--- src/rtl/riscv_pkg.sv ---
// riscv_pkg: shared fetch-unit constants and state encoding.
package riscv_pkg;
  localparam int XLEN_DEF = 32;
  localparam logic [31:0] RESET_PC_DEF = 32'h8000_0000;
  localparam logic [31:0] NOP_INST = 32'h0000_0013;
  typedef enum logic [1:0] {S_REQ, S_WAIT, S_OUT} ifu_state_e;
endpackage

--- src/rtl/ifu_fetch.sv ---
// ifu_fetch: PC register and single-outstanding-request fetch FSM feeding the decode register.
module ifu_fetch
  import riscv_pkg::*;
#(
  parameter int XLEN = XLEN_DEF,
  parameter logic [XLEN-1:0] RESET_PC = XLEN'(RESET_PC_DEF)
) (
  input  logic            clk,
  input  logic            rst,
  output logic            imem_req_valid,
  input  logic            imem_req_ready,
  output logic [XLEN-1:0] imem_addr,
  input  logic            imem_rsp_valid,
  input  logic [31:0]     imem_rsp_data,
  input  logic            imem_rsp_err,
  input  logic            redirect_valid,
  input  logic [XLEN-1:0] redirect_pc,
  output logic            inst_valid,
  input  logic            inst_ready,
  output logic [31:0]     Inst,
  output logic [XLEN-1:0] pc_out,
  output logic            inst_err
);
  ifu_state_e state_q, state_d;
  logic [XLEN-1:0] pc_q, pc_d, pc_out_q, pc_out_d;
  logic [31:0] inst_q, inst_d;
  logic err_q, err_d, drop_q, drop_d;
  assign imem_req_valid = !rst && state_q == S_REQ && !redirect_valid;
  assign imem_addr = pc_q;
  assign inst_valid = state_q == S_OUT;
  assign Inst = inst_q;
  assign pc_out = pc_out_q;
  assign inst_err = err_q;
  always_comb begin
    state_d = state_q;
    pc_d = pc_q;
    drop_d = drop_q;
    inst_d = inst_q;
    pc_out_d = pc_out_q;
    err_d = err_q;
    case (state_q)
      S_REQ: state_d = imem_req_valid && imem_req_ready ? S_WAIT : S_REQ;
      S_WAIT: begin
        // a response landing with a pending or same-cycle redirect belongs to the old stream
        if (imem_rsp_valid) begin
          drop_d = 1'b0;
          state_d = drop_q || redirect_valid ? S_REQ : S_OUT;
          if (!drop_q && !redirect_valid) {inst_d, err_d, pc_out_d} = {imem_rsp_data, imem_rsp_err, pc_q};
        end else begin
          drop_d = drop_q || redirect_valid;
        end
      end
      S_OUT: begin
        state_d = inst_ready || redirect_valid ? S_REQ : S_OUT;
        pc_d = inst_ready ? pc_q + XLEN'(4) : pc_q;
      end
      default: state_d = S_REQ;
    endcase
    if (redirect_valid) pc_d = {redirect_pc[XLEN-1:2], 2'b00};
  end
  always_ff @(posedge clk) begin
    if (rst) begin
      state_q <= S_REQ;
      pc_q <= RESET_PC;
      drop_q <= 1'b0;
      inst_q <= NOP_INST;
      pc_out_q <= '0;
      err_q <= 1'b0;
    end else begin
      state_q <= state_d;
      pc_q <= pc_d;
      drop_q <= drop_d;
      inst_q <= inst_d;
      pc_out_q <= pc_out_d;
      err_q <= err_d;
    end
  end
endmodule
--- config.mk ---
export PLATFORM = sky130hd
export DESIGN_NAME = ifu_fetch
export DESIGN_NICKNAME = d
export VERILOG_FILES = /design/src/rtl/riscv_pkg.sv /design/src/rtl/ifu_fetch.sv
export SDC_FILE = /design/constraint.sdc
export NUM_CORES = 1
export LEC_CHECK = 0
export CELL_PAD_IN_SITES_DETAIL_PLACEMENT = 0
export CELL_PAD_IN_SITES_GLOBAL_PLACEMENT = 1
export CORE_UTILIZATION = 25
export DETAILED_ROUTE_END_ITERATION = 16
export PLACE_DENSITY = 0.79
export SYNTH_ARGS = -nofsm -noshare
export SYNTH_HDL_FRONTEND = slang
export SYNTH_SLANG_ARGS = --single-unit
--- constraint.sdc ---
create_clock -name clk -period 2.3 [get_ports clk]
set_input_delay 0.23 -clock clk [delete_from_list [all_inputs] [get_ports clk]]
set_output_delay 0.23 -clock clk [all_outputs]
set_load 0.01 [all_outputs]
# --- Yosys cells after proc, flatten, opt, wreduce, memory -nomap -nowiden ---
# Cells that the tools add are included.
totals:
  regBits: 100
  inputBits: 71
  output_inout_bits: 99
op_classes:
  eq_ne: 3
  n_addsub: 1
  reduce_logical: 16
  n_mux: 9
op_table:
  columns: ["operator", "count"]
  rows:
  - ["32-bit two-way mux", 3]
  - ["32-bit by 3-bit adder with 32-bit output (second input constant)", 1]
  - ["2-bit two-way mux", 3]
  - ["2-bit case mux with 3 select lines", 1]
  - ["1-bit logical AND", 4]
  - ["2-bit AND reduction", 2]
  - ["2-bit nonzero test", 2]
  - ["1-bit logical NOT", 3]
  - ["3-bit AND reduction", 1]
  - ["2-bit by 1-bit == test with 1-bit output (second input constant)", 1]
  - ["2-bit == test (second input constant)", 1]
  - ["2-bit logical NOT", 1]
  - ["1-bit logical OR", 2]
  - ["1-bit two-way mux", 2]
  - ["2-bit inequality test (second input constant)", 1]
  - ["2-bit OR reduction", 1]

# --- Longest topological paths before layout ---
logic_depth:
  word_depth: 6
  mapped_depth: 7
  ltp_nobuf: 6

# --- Least setup slack after synthesis ---
# Ideal clock, no wire load.
synth_path:
  path_type: "flip-flop to flip-flop"
  start: "register pc_q[2] (netlist: imem_addr[2])"
  end: "register pc_q[30] (netlist: imem_addr[30])"
  path_slack_ns: 0.556
  path_buffers: 0
  stages_incl_launch_ff: 7
  t_required_ns: 2.221
  setup_time_ns: 0.079
  t_arrival_ns: 1.664
  path_cell_list: "dfxtp_1 ha_1 nand4b_4 nor4_2 nand4_1 xor2_1 a211oi_2"
synth_between:
  elab_chain_cells: 4
synth_lines:
  columns: ["item", "line", "rtl"]
  rows:
  - ["start: declaration", "ifu_fetch.sv:25", "logic [XLEN-1:0] pc_q, pc_d, pc_out_q, pc_out_d;"]
  - ["start signal: assignment", "ifu_fetch.sv:71", "pc_q <= pc_d;"]
  - ["32-bit by 3-bit adder with 32-bit output", "ifu_fetch.sv:55", "pc_d = inst_ready ? pc_q + XLEN'(4) : pc_q;"]
  - ["32-bit two-way mux", "ifu_fetch.sv:55", null]
  - ["32-bit two-way mux", "ifu_fetch.sv:41", "case (state_q)"]
  - ["32-bit two-way mux", "ifu_fetch.sv:59", "if (redirect_valid) pc_d = {redirect_pc[XLEN-1:2], 2'b00};"]
# Every way passes these cells. The select of a mux whose other input is x is not followed.
# A chain may end at the register's enable or synchronous reset.

# --- Worst setup path in the final report ---
layout_path:
  start: "register pc_q[2] (netlist: imem_addr[2])"
  end: "register pc_q[26] (netlist: imem_addr[26])"
# The elaborated chain is that of the path after synthesis.

==> results.md <==
* Status: completed
* Worst-margin pin slew at 1020 ps
* First-pass GRT wire length at 19200 um
* CP Launch Type: flop
* Synth unique cells at 40
* Routed WL at 12100 um
* Slowest CP cell: nor4_2
* Critical path type: reg2reg
* Ys Warns at 0
* IO Pins at 170
* Hold crit path type: in2reg
* Core Util, Final at 0.390
* Htree depth at 3
* FFs w/ async S/R, synth at 0
* Mean Syn Cell Area at 8.07 sq um
* Cell depth of the worst setup path at 6
* Port bufs at 163
* Nets at 726
* Final Instance Count excl. Fillers at 874
* CTS tree: yes
* Cell area power density at 596 nW/um^2
* Yosys reg bits at 96
* Hold path depth at 3
* Commonest register cell after synthesis: dfxtp_1
* CP endpoint kind: flop
* Post-CTS sizing at 0
* Worst-Skew Late Latency at 350 ps
* DR DRC count at 0
* First DRT Iteration DRCs at 255
* Rel. slew slack at 0.323
* Total global-route track usage at 0.149
* Vias in the first global route at 3734
* Dpl hpwl at 8390 um
* Clk_skew at 9.56 ps
* CTS Buf Count at 9
* Mapped Area at 4030 sq um
* TritonRoute pass-1 iters at 4
* Sequential share of the synthesized area at 0.477
* Clk root buf: clkbuf_16
* Final worst path period share at 0.875
* CP bufs+invs at 0
* CTS sink count at 96
* Synth top area cells: dfxtp_1 48%, nand2_1 13%, a21oi_1 8.7%, xor2_1 4.6%, nor2_1 3.3%
* Crit path DAT at 2270 ps
* Die area at 16600 sq um
* Ant. Diodes at 0
* Mapped Cells at 499
* Layout Area Growth over Synthesis at 53.4%
* Clock transition at path regs at 60 ps
* LEAKAGE at 2.14 nW
* Fin Hold WS at 428 ps
* Vias at 3883
* Final Max Tran Viols at 0
* Hold Fails Final Rpt at 0
* Antenna violations before repair at 0
* Fmax achieved at 497 MHz
* R2R cell count at 6
* Routability cong. at 0.757
* CP Max Fanout at 7
* Number of cell rows at 46
* Top delay family on crit path: simple AND/OR/NAND/NOR gates
* Setup TNS at 0 ps
* Placed cell count at 859
* Crit path largest cell delay at 460 ps
* Critical-path cell list: ha_1, nand4b_4, nor4_2, nand3_1, xor2_1, a211oi_1
* Antenna Nets Post-Route at 0
* Cell taking the most area after synthesis: dfxtp_1
* Largest net degree at the start of global routing at 97
* # hold bufs at CTS at 0
* Final setup violation count at 0
* Starting Density at 0.254
* Share of cells above drive strength 1 at 0.0608
* Core region area at 15800 sq um
* Post-synth EDFFs at 0
* Die extent in x at 129 um
* MaxCap Viol Count at 0
* RSZ-0062 raised after global routing: no
* Post-synth top area share at 0.477
* Peak VDD IR at 0.323 mV
* CTS max path bufs at 2
* Die height at 129 um
* Critical Path RT at 2550 ps
* Crit path time final at 2010 ps
* Drt wl/cell at 13.8 um
* # Post-CTS Setup Buffers at 0
* Total Power at 3.68 mW
* Via-to-Cell Ratio at 4.44
* Overflow left after global routing at 0
-- cells in the final DEF, fill, tap and decap left out, types with 5 or more instances in the layout --
cell,synthesis,layout
nand2_1,141,141
xnor2_1,7,7
nand4_1,9,9
clkbuf_16,0,9
clkdlybuf4s50_1,0,162
a21oi_1,70,70
buf_4,4,12
nand3b_1,6,6
nand3_1,14,14
inv_1,5,5
nor3_1,6,6
xor2_1,21,21
dfxtp_1,96,96
a211oi_1,16,16
nor2_1,35,35
-- layout make-up --
type	count	area, sq um
fill	1627	9650
timing repair buffer	175	1730
inverter	6	22.5
clock buffer	11	243
multi-input combinational	366	1940
sequential	96	1920
tap	216	270
clock inverter	4	45.0
-- logic make-up (layout without fill, tap and decap cells) --
logic type / after synthesis / in the layout / share of synthesized area
simple gates: 237 / 237 / 0.271
flops: 96 / 96 / 0.477
compound gates: 92 / 92 / 0.132
buf+inv: 40 / 196 / 0.0450
xor+xnor: 28 / 28 / 0.0609
mux: 4 / 4 / 0.00994
fa+ha+maj: 1 / 1 / 0.00311
other cells: 1 / 4 / 0.000931
-- synthesized netlist by cell type, types with 5 or more instances --
cell type / count
a21oi_1: 70
nand3_1: 14
dfxtp_1: 96
buf_2: 13
nor3_1: 6
nor2_1: 35
nand4_1: 9
xnor2_1: 7
nand2_1: 141
inv_1: 5
nand3b_1: 6
xor2_1: 21
clkbuf_1: 16
a211oi_1: 16
-- through the flow --
stage | setup WS, ps | area [sq um]
2_1_floorplan | 556 | 4040
4_1_cts | 260 | 6180
5_1_grt | 116 | 6180
3_3_place_gp | 155 | 5890
6_report | 288 | 6180
3_5_place_dp | 157 | 5890
-- worst reg2reg max path, stage by stage, from the launching register on --
cell	delay, ps
dfxtp_1	440
ha_1	250
nand4b_4	200
nor4_2	470
nand3_1	170
xor2_1	170
a211oi_1	230
-- per-layer routing --
metal	global-route usage	part of all wire	wire length, um
met1	0.186	0.46	5530
met3	0.0453	0.064	772
met5	0	0	0
met4	0.0471	0.012	148
met2	0.246	0.47	5620
-- final timing paths --
path | startpoint | to | slack (ps)
worst max register to register | imem_addr[2]$_SDFFE_PP0P_ | imem_addr[26]$_SDFFE_PP0P_ | 290
worst min register to register | Inst[9]$_SDFFE_PP0P_ | Inst[9]$_SDFFE_PP0P_ | 450
worst min-delay path | imem_rsp_data[24] | Inst[24]$_SDFFE_PP0P_ | 430
worst max-delay path | imem_addr[2]$_SDFFE_PP0P_ | imem_addr[26]$_SDFFE_PP0P_ | 290
-- state kept, by name, indices dropped and copies added, names as in the netlist --
| register | cells |
|---|---|
| pc_out | 30 |
| inst_err | 1 |
| imem_addr | 30 |
| Inst | 32 |
| state_q | 2 |
| drop_q | 1 |
-- report_power, final --
group          switching [mW]  internal (mW)
clock network           0.621          0.861
logic                   0.177          0.245
registers              0.0623           1.71
(Power assumes the default switching activity.)
